File: src/rtl/dcr_master.sv
// dcr_master: command-driven register-bus master that runs WRITE, READ,
// POLL and WAIT_IRQ commands and returns one response per command.
// Ports:
//   sys_clk, sys_rst                      clock, async active-high reset
//   cmd_valid/ready/op/addr/wdata/mask    command handshake and fields
//   rsp_valid/ready/rdata/err             response handshake and fields
//   address/write/writedata/readdata      register bus (1-cycle read latency)
//   irq                                   level interrupt from the slave
module dcr_master #(
  parameter int unsigned C_POLL_LIMIT = 16,
  parameter int unsigned C_IRQ_LIMIT  = 1024
) (
  input  logic        sys_clk,
  input  logic        sys_rst,
  input  logic        cmd_valid,
  output logic        cmd_ready,
  input  logic [1:0]  cmd_op,
  input  logic [5:0]  cmd_addr,
  input  logic [31:0] cmd_wdata,
  input  logic [31:0] cmd_mask,
  output logic        rsp_valid,
  input  logic        rsp_ready,
  output logic [31:0] rsp_rdata,
  output logic        rsp_err,
  output logic [5:0]  address,
  output logic        write,
  output logic [31:0] writedata,
  input  logic [31:0] readdata,
  input  logic        irq
);

  localparam logic [2:0] S_IDLE     = 3'd0;
  localparam logic [2:0] S_WR       = 3'd1;
  localparam logic [2:0] S_RD_ADDR  = 3'd2;
  localparam logic [2:0] S_RD_WAIT  = 3'd3;
  localparam logic [2:0] S_IRQ_WAIT = 3'd4;
  localparam logic [2:0] S_RESP     = 3'd5;

  localparam logic [1:0] OP_WRITE = 2'b00;
  localparam logic [1:0] OP_READ  = 2'b01;
  localparam logic [1:0] OP_POLL  = 2'b10;

  // Timeout fires on the attempt that would bring the count to the limit.
  localparam logic [15:0] POLL_LAST = 16'(C_POLL_LIMIT - 1);
  localparam logic [15:0] IRQ_LAST  = 16'(C_IRQ_LIMIT - 1);

  logic [2:0]  state, state_n;
  logic [1:0]  op_q;
  logic [5:0]  addr_q;
  logic [31:0] wdata_q, mask_q;
  logic [15:0] poll_cnt, poll_cnt_n;
  logic [15:0] irq_cnt, irq_cnt_n;
  logic [31:0] rdata_n;
  logic        err_n;
  logic        accept;
  logic [5:0]  bus_addr;
  logic [31:0] bus_wdata;
  logic        bus_addr_st;
  logic        match;

  assign accept = (state == S_IDLE) && cmd_valid && cmd_ready;

  // Outputs are registered from the next state, so on acceptance the
  // bus must see the incoming command fields rather than the latches.
  assign bus_addr  = accept ? cmd_addr  : addr_q;
  assign bus_wdata = accept ? cmd_wdata : wdata_q;
  assign bus_addr_st = (state_n == S_WR) || (state_n == S_RD_ADDR) ||
                       (state_n == S_RD_WAIT);

  assign match = ((readdata ^ wdata_q) & mask_q) == 32'd0;

  always_comb begin
    state_n    = state;
    poll_cnt_n = poll_cnt;
    irq_cnt_n  = irq_cnt;
    rdata_n    = rsp_rdata;
    err_n      = rsp_err;
    case (state)
      S_IDLE: begin
        if (accept) begin
          poll_cnt_n = 16'd0;
          irq_cnt_n  = 16'd0;
          unique case (cmd_op)
            OP_WRITE: state_n = S_WR;
            OP_READ,
            OP_POLL:  state_n = S_RD_ADDR;
            default:  state_n = S_IRQ_WAIT;
          endcase
        end
      end
      S_WR: begin
        state_n = S_RESP;
        rdata_n = 32'd0;
        err_n   = 1'b0;
      end
      S_RD_ADDR: state_n = S_RD_WAIT;
      S_RD_WAIT: begin
        rdata_n = readdata;
        err_n   = 1'b0;
        if (op_q == OP_READ || match) begin
          state_n = S_RESP;
        end else begin
          poll_cnt_n = poll_cnt + 16'd1;
          if (poll_cnt == POLL_LAST) begin
            state_n = S_RESP;
            err_n   = 1'b1;
          end else begin
            state_n = S_RD_ADDR;
          end
        end
      end
      S_IRQ_WAIT: begin
        rdata_n = 32'd0;
        err_n   = 1'b0;
        if (irq) begin
          state_n = S_RESP;
        end else if (irq_cnt == IRQ_LAST) begin
          state_n = S_RESP;
          err_n   = 1'b1;
        end else begin
          irq_cnt_n = irq_cnt + 16'd1;
        end
      end
      S_RESP: begin
        if (rsp_valid && rsp_ready) begin
          state_n = S_IDLE;
          rdata_n = 32'd0;
          err_n   = 1'b0;
        end
      end
      default: state_n = S_IDLE;
    endcase
  end

  always_ff @(posedge sys_clk or posedge sys_rst) begin
    if (sys_rst) begin
      state     <= S_IDLE;
      op_q      <= 2'b00;
      addr_q    <= 6'd0;
      wdata_q   <= 32'd0;
      mask_q    <= 32'd0;
      poll_cnt  <= 16'd0;
      irq_cnt   <= 16'd0;
      cmd_ready <= 1'b0;
      rsp_valid <= 1'b0;
      rsp_rdata <= 32'd0;
      rsp_err   <= 1'b0;
      address   <= 6'd0;
      write     <= 1'b0;
      writedata <= 32'd0;
    end else begin
      state     <= state_n;
      poll_cnt  <= poll_cnt_n;
      irq_cnt   <= irq_cnt_n;
      if (accept) begin
        op_q    <= cmd_op;
        addr_q  <= cmd_addr;
        wdata_q <= cmd_wdata;
        mask_q  <= cmd_mask;
      end
      cmd_ready <= (state_n == S_IDLE);
      rsp_valid <= (state_n == S_RESP);
      rsp_rdata <= rdata_n;
      rsp_err   <= err_n;
      address   <= bus_addr_st ? bus_addr : 6'd0;
      write     <= (state_n == S_WR);
      writedata <= (state_n == S_WR) ? bus_wdata : 32'd0;
    end
  end

endmodule

File: config.mk
export PLATFORM = sky130hd
export DESIGN_NAME = dcr_master
export DESIGN_NICKNAME = d
export VERILOG_FILES = /design/src/rtl/dcr_master.sv
export SDC_FILE = /design/constraint.sdc
export NUM_CORES = 1
export LEC_CHECK = 0
export ABC_AREA = 1
export CAP_MARGIN = 20
export CORE_MARGIN = 5
export CORE_UTILIZATION = 43
export CTS_CLUSTER_DIAMETER = 80
export CTS_CLUSTER_SIZE = 14
export DETAILED_ROUTE_END_ITERATION = 8
export GPL_TIMING_DRIVEN = 0
export HOLD_SLACK_MARGIN = 0.05
export PLACE_DENSITY = 0.67
export RECOVER_POWER = 25
export SLEW_MARGIN = 20
export SYNTH_ARGS = -nofsm -noshare
export SYNTH_HDL_FRONTEND = slang
export SYNTH_SLANG_ARGS = --single-unit
File: constraint.sdc
create_clock -name sys_clk -period 10.6 [get_ports sys_clk]
set_input_delay 2.12 -clock sys_clk [delete_from_list [all_inputs] [get_ports sys_clk]]
set_output_delay 2.12 -clock sys_clk [all_outputs]
set_load 0.01 [all_outputs]
==> summary.txt, run 1 <==
Clock tree
  – Max clock buf depth: 2
  – Num Clock Sinks: 181
  – TritonCTS Buffers: 17
  – Post-CTS setup buffers: 0
  – H-tree depth: 4
  – Insertion delay to the later sink of the worst-skew pair: 0.43 ns
  – CTS tree: done
  – Clock transition at path regs: 0.07 ns
  – Post-cts sizing count: 0
  – Root buffer cell: clkbuf_16
  – Hold-fix buffers at CTS: 0

Critical path
  – Crit start category: input port
  – Crit path max-delay family: buffers and inverters
  – Worst Path Buf+Inv: 2
  – CP endpoint kind: async pin
  – FF-to-FF path depth: 13
  – WP data arrival: 4.98 ns
  – Critical path required time: 10.45 ns
  – Stages on the worst setup path: 2
  – CP peak stage delay: 2.21 ns
  – CP Cell Sequence: dlygate4sd3_1 > clkinvlp_2
  – Crit-path slowest cell: clkinvlp_2
  – CP max FO: 88
  – CP Class: input port to async pin

Hold path
  – Cell depth of the worst min-delay path: 2
  – Hold Path Class: register to register

Power and ir drop
  – PnR Total Power: 2.74 mW
  – Worst ir drop on vdd: 0.138 mV
  – Total power per unit cell area: 247 nW/um^2
  – Leak pwr: 5.39 nW

STA
  – Tcrit/Tclk final: 48.3%
  – Setup violators final: 0
  – Worst slew pin tran: 3.99 ns
  – Worst Skew: 0.0112 ns
  – Final Critical Period: 5.12 ns
  – Slew Limit Fails: 88
  – Setup TNS: 0 ns
  – Final worst slack: 5.48 ns
  – RSZ-0062 raised after global routing: no
  – Slew headroom: -167%
  – Max Clk Rate: 195 MHz
  – Final Hold Viols: 0

Synthesis
  – XOR/XNOR share of the synthesized area: 1.48%
  – Yosys top cell by area: dfrtp_1
  – Distinct cells, synth: 37
  – Gate count after technology mapping: 1,018
  – Syn avg cell area: 8.15 um^2
  – FF+latch count, synth: 181
  – Largest family of logic cells by synthesized area: simple AND/OR/NAND/NOR gates
  – Primary FF master, synth: dfrtp_1
  – Mapped cell area: 8300 um^2
  – Post-synth ARST share: 100%
  – Synth Area in Compound Gates: 6.83%
  – Post-synth EDFFs: 0
  – Synth area leaders: dfrtp_1 (55%), nand2_1 (16%), inv_1 (5.5%)
  – Sequential cell area fraction in the yosys report: 54.6%
  – Synth Warn #: 0
  – Yosys top cell area share: 54.6%
  – Syn_nets: 1,131
  – Post-Synth Adder-Cell Area: 0.603%
  – Most common cell in the netlist: nand2_1
  – Multiplexer share of the synthesized area: 0%
  – Simple-gate portion of the synthesized area: 28.3%
  – Leading cell types by count after synthesis: nand2_1 (357), dfrtp_1 (181), inv_1 (121)

Placement
  – DP Wirelength: 17.3 mm
  – Routability cong.: 0.898
  – Place WS: 6.29 ns
  – Number of I/O port buffers: 182

Drt
  – DRT antenna net count: 0
  – Total Wirelength: 23.7 mm
  – Iteration-0 DRC Markers: 404
  – Pre-antenna DRT Iters: 6
  – Routed vias: 7,189
  – DR vias/cell: 4.81
  – # DRC: 0
  – Drt wl/cell: 15.8 um

Floorplanning
  – # IOs: 183
  – Die area: 22,200 um^2
  – Initial Util: 44.1%
  – Die height: 149 um
  – Row Count: 50
  – Chip Width: 149 um
  – Core area: 18,800 um^2

Final layout
  – Layout cells sized above 1: 9.49%
  – Fillers: 1,718
  – Layout Nets: 1,333
  – Synth-to-Final Area Change: 33.3%

GRT
  – Total Routing Usage GR: 22.4%
  – Global route total overflow: 0
  – Largest net degree at the start of global routing: 95
  – First-pass GRT wire length: 38.6 mm
  – Initial antenna violation count: 3
  – Vias in the first global route: 7,322

Status
  – Status: complete, but fails checks
  – Violated checks: max-capacitance violations, max-slew violations

Job
  – Maxcap violations: 1
==> cell families after synthesis <==
| kind of cell | after synthesis |
|---|---|
| AO/OA/AOI/OAI | 106 |
| XOR/XNOR | 14 |
| adder cells (fa/ha/maj) | 4 |
| buffers and inverters | 167 |
| flip-flops | 181 |
| AND/OR/NAND/NOR | 546 |
==> sequential cells by signal, indices dropped and copies added, names as in the netlist, 2 cells and up <==
signal and flops:
writedata 32, state 3, poll_cnt 16, address 6, op_q 2, rsp_rdata 32, addr_q 6, mask_q 32
wdata_q 32, irq_cnt 16
==> layer usage <==
| metal | wire length [um] | track usage, % | vias to the layer above |
|---|---|---|---|
| li1 | - | - | 3571 |
| met1 | 10200 | 29.1 | 3403 |
| met2 | 11300 | 36.8 | 183 |
| met3 | 1720 | 6.08 | 30 |
| met4 | 428 | 6.41 | 2 |
| met5 | 11 | 0 | - |
==> metrics by stage <==
stage / hold WS [ns] / cells / cell area (um^2) / util, %
floorplan: 0.442 / 1018 / 8300 / -
global placement: 0.455 / 1460 / 10400 / 55.5
detailed placement: 0.459 / 1461 / 10500 / 55.7
CTS: 0.477 / 1493 / 11100 / 58.8
global route: 0.496 / 1495 / 11100 / 58.8
finish: 0.471 / 1495 / 11100 / 58.8
==> layout make-up <==
cell class                      count  area [um^2]  share of cell area, %
Timing Repair Buffer              183         1850                   16.7
Tap cell                          260          325                   2.94
Clock buffer                       18          439                   3.97
Buffer                             35          186                   1.68
Inverter                          132          497                   4.49
Sequential cell                   181         4530                   40.9
Multi-Input combinational cell    670         3090                   27.9
Antenna cell                        2         5.00                 0.0452
Clock inverter                     14          144                   1.30
==> placed cells by master, fill, tap and decap left out, drive strengths merged <==
cell,synthesis,routed
nand2,360,360
dfrtp,181,181
clkdlybuf4s50,0,180
inv,130,134
o21ai,88,88
nor2,78,78
nand3,56,56
clkbuf,9,28
buf,26,26
nor3,19,19
or2,16,16
xor2,12,12
nand4,9,9
nor4,7,7
a21oi,6,6
clkinv,2,6
o31ai,5,5
clkinvlp,0,5
ha,4,4
diode,0,2
xnor2,2,2
dlygate4sd3,0,2
o311a,1,1
o211ai,1,1
nor3b,1,1
o2111ai,1,1
o221ai,1,1
o41ai,1,1
o21a,1,1
o21bai,1,1
bufinv,0,1
==> where the power goes <==
part           total, mW  internal (mW)  switching, mW
clock network      0.632          0.337          0.295
logic               1.05          0.438          0.608
registers           1.06          0.928          0.129
==> worst paths after layout <==
kind                            slack [ns]        start             to
worst max-delay path                  5.48      sys_rst  rsp_rdata[19]
min in group asynchronous             3.32      sys_rst   rsp_rdata[6]
max in group sys_clk                  6.69  readdata[6]   writedata[6]
worst max register to register        8.34  poll_cnt[0]   writedata[6]
worst min-delay path                  0.47   mask_q[18]     mask_q[18]
worst min register to register        0.47   mask_q[18]     mask_q[18]
Power figures use the tool's default switching activity.
==> run 2: changes to the inputs <==
Settings changed: PLACE_DENSITY 0.67 to 0.69.
Clock period 10.6 ns to 4.4 ns, I/O delays scaled along.
==> run 2 against run 1 <==
  * The flow still finishes with violations (max-capacitance violations, max-slew violations)
  * Worst setup slack worse by 4.2 ns
  * Register-to-register slack got worse by 6.3 ns
  * Worst hold slack improved by 0.0025 ns
  * Global-route usage hardly changed
  * Sequential power rose by 140%
  * Largest cell class unchanged
  * Total power increased by 140%
  * Final cell count is 0.20% higher
  * Combinational power increased by 140%
==> summary.txt, run 2 (synthesis results as in run 1) <==
Final layout
  – Layout Nets: 1,338 (+0.38%)
  – Most frequent cells in the layout: nand2_1 (357), dfrtp_1 (181), clkdlybuf4s50_1 (181)
  – ANT cells: 0 (-2)
  – Most common cell after layout, fill and taps aside: nand2_1
  – Post-layout util: 59.3% (+0.57 points)
  – Layout cells sized above 1: 9.77% (+0.28 points)
  – Synth-to-Final Area Change: 34.6%

STA
  – RSZ-0062 raised after global routing: no
  – Final Hold Viols: 0 (unchanged)
  – Final Critical Period: 3.10 ns
  – Slew Limit Fails: 28 (-68%)
  – Tcrit/Tclk final: 70.5%
  – Setup TNS: 0 ns (unchanged)
  – Final worst slack: 1.30 ns (-4.18 ns)
  – Setup violators final: 0 (unchanged)
  – Max Clk Rate: 322 MHz
  – Worst slew pin tran: 1.84 ns (-2.15 ns)
  – Worst Skew: 0.0117 ns (+0.000513 ns)
  – Slew headroom: -22.5% (+140 points)

Clock tree
  – Clock transition at path regs: 0.07 ns (about the same)
  – Max clock buf depth: 2 (unchanged)
  – Hold-fix buffers at CTS: 0 (unchanged)
  – Post-cts sizing count: 0 (unchanged)
  – TritonCTS Buffers: 17 (unchanged)
  – Num Clock Sinks: 181 (unchanged)
  – CTS tree: done
  – Root buffer cell: clkbuf_16
  – Post-CTS setup buffers: 0 (unchanged)
  – H-tree depth: 4 (unchanged)
  – Insertion delay to the later sink of the worst-skew pair: 0.44 ns (about the same)

Job
  – Maxcap violations: 1 (unchanged)

Drt
  – Total Wirelength: 24.1 mm (+1.9%)
  – # DRC: 0 (unchanged)
  – Drt wl/cell: 16.1 um (+1.7%)
  – Routed vias: 7,227 (+0.53%)
  – DRT antenna net count: 0 (unchanged)
  – Pre-antenna DRT Iters: 5 (-1)
  – DR vias/cell: 4.82 (+0.33%)
  – Iteration-0 DRC Markers: 402 (-0.50%)

Floorplanning
  – Die area: 22,200 um^2 (unchanged)
  – # IOs: 183 (unchanged)
  – Initial Util: 44.1% (unchanged)
  – Core area: 18,800 um^2 (unchanged)
  – Row Count: 50 (unchanged)
  – Die height: 149 um (unchanged)
  – Chip Width: 149 um (unchanged)

GRT
  – Global route total overflow: 0 (unchanged)
  – First-pass GRT wire length: 38.4 mm (-0.41%)
  – Initial antenna violation count: 1 (-2)
  – Largest net degree at the start of global routing: 34 (-64%)
  – Total Routing Usage GR: 22.4% (about the same)
  – Vias in the first global route: 7,243 (-1.1%)

Critical path
  – CP Class: input port to async pin
  – Crit start category: input port
  – Critical path required time: 5.03 ns (-5.42 ns)
  – CP endpoint kind: async pin
  – CP max FO: 30 (-66%)
  – WP data arrival: 3.74 ns (-1.24 ns)

Status
  – Status: complete, but fails checks
  – Violated checks: max-capacitance violations, max-slew violations

Power and ir drop
  – Worst ir drop on vdd: 0.325 mV (+140%)
  – Total power per unit cell area: 597 nW/um^2 (+140%)
  – Leak pwr: 5.44 nW (+1.0%)
  – PnR Total Power: 6.67 mW (+140%)

Placement
  – Place WS: 1.28 ns (-5.00 ns)
  – Number of I/O port buffers: 182 (unchanged)
  – Routability cong.: 0.897 (-0.16%)
  – DP Wirelength: 18.0 mm (+3.6%)

Hold path
  – Hold Path Class: register to register
run 2: layer usage:
layer / vias up / GRT usage (%) / part of all wire, %
met5: - / 0 / 0.029
met2: 190 / 38.1 / 50
met3: 33 / 6.35 / 6.6
met4: 2 / 5.22 / 1.5
met1: 3420 / 28.3 / 42
li1: 3582 / - / -
run 2: power by group:
group / internal [mW] / total [mW] / switching (mW)
registers: 2.23 / 2.55 / 0.315
clock network: 0.875 / 1.59 / 0.710
logic: 1.07 / 2.54 / 1.48
total: 4.17 / 6.67 / 2.50
run 2: area by class of cell:
class | count | area, um^2
fillers | 1694 | 7660
clock buffers | 19 | 443
inverters | 132 | 497
plain buffers | 35 | 188
multi-input cells | 670 | 3090
well taps | 260 | 325
flip-flops and latches | 181 | 4530
clock inverters | 13 | 168
repair buffers | 188 | 1930
run 2: stage by stage:
stage	cell area, um^2	cells	hold WS [ns]
after global routing	11200	1498	0.496
after CTS	11200	1498	0.477
final	11200	1498	0.473
after global placement	10500	1460	0.454
after floorplan	8310	1018	0.442
after detailed placement	10600	1466	0.460
run 2: worst paths after layout:
kind	to	slack, ns	depth (start not counted)	startpoint
worst min register to register	mask_q[6]	0.47	2	mask_q[6]
worst max-delay path	mask_q[23]	1.30	5	sys_rst
worst min-delay path	mask_q[6]	0.47	2	mask_q[6]
max in group sys_clk	writedata[30]	1.75	15	readdata[24]
min in group asynchronous	irq_cnt[8]	0.92	2	sys_rst
worst max register to register	writedata[30]	2.02	13	poll_cnt[0]
run 2: worst max-delay path, cell delays in order:
cell and delay [ns]:
dlygate4sd3_1 0.54, clkinvlp_2 0.35, clkbuf_1 1.37, buf_12 0.32, buf_12 0.23
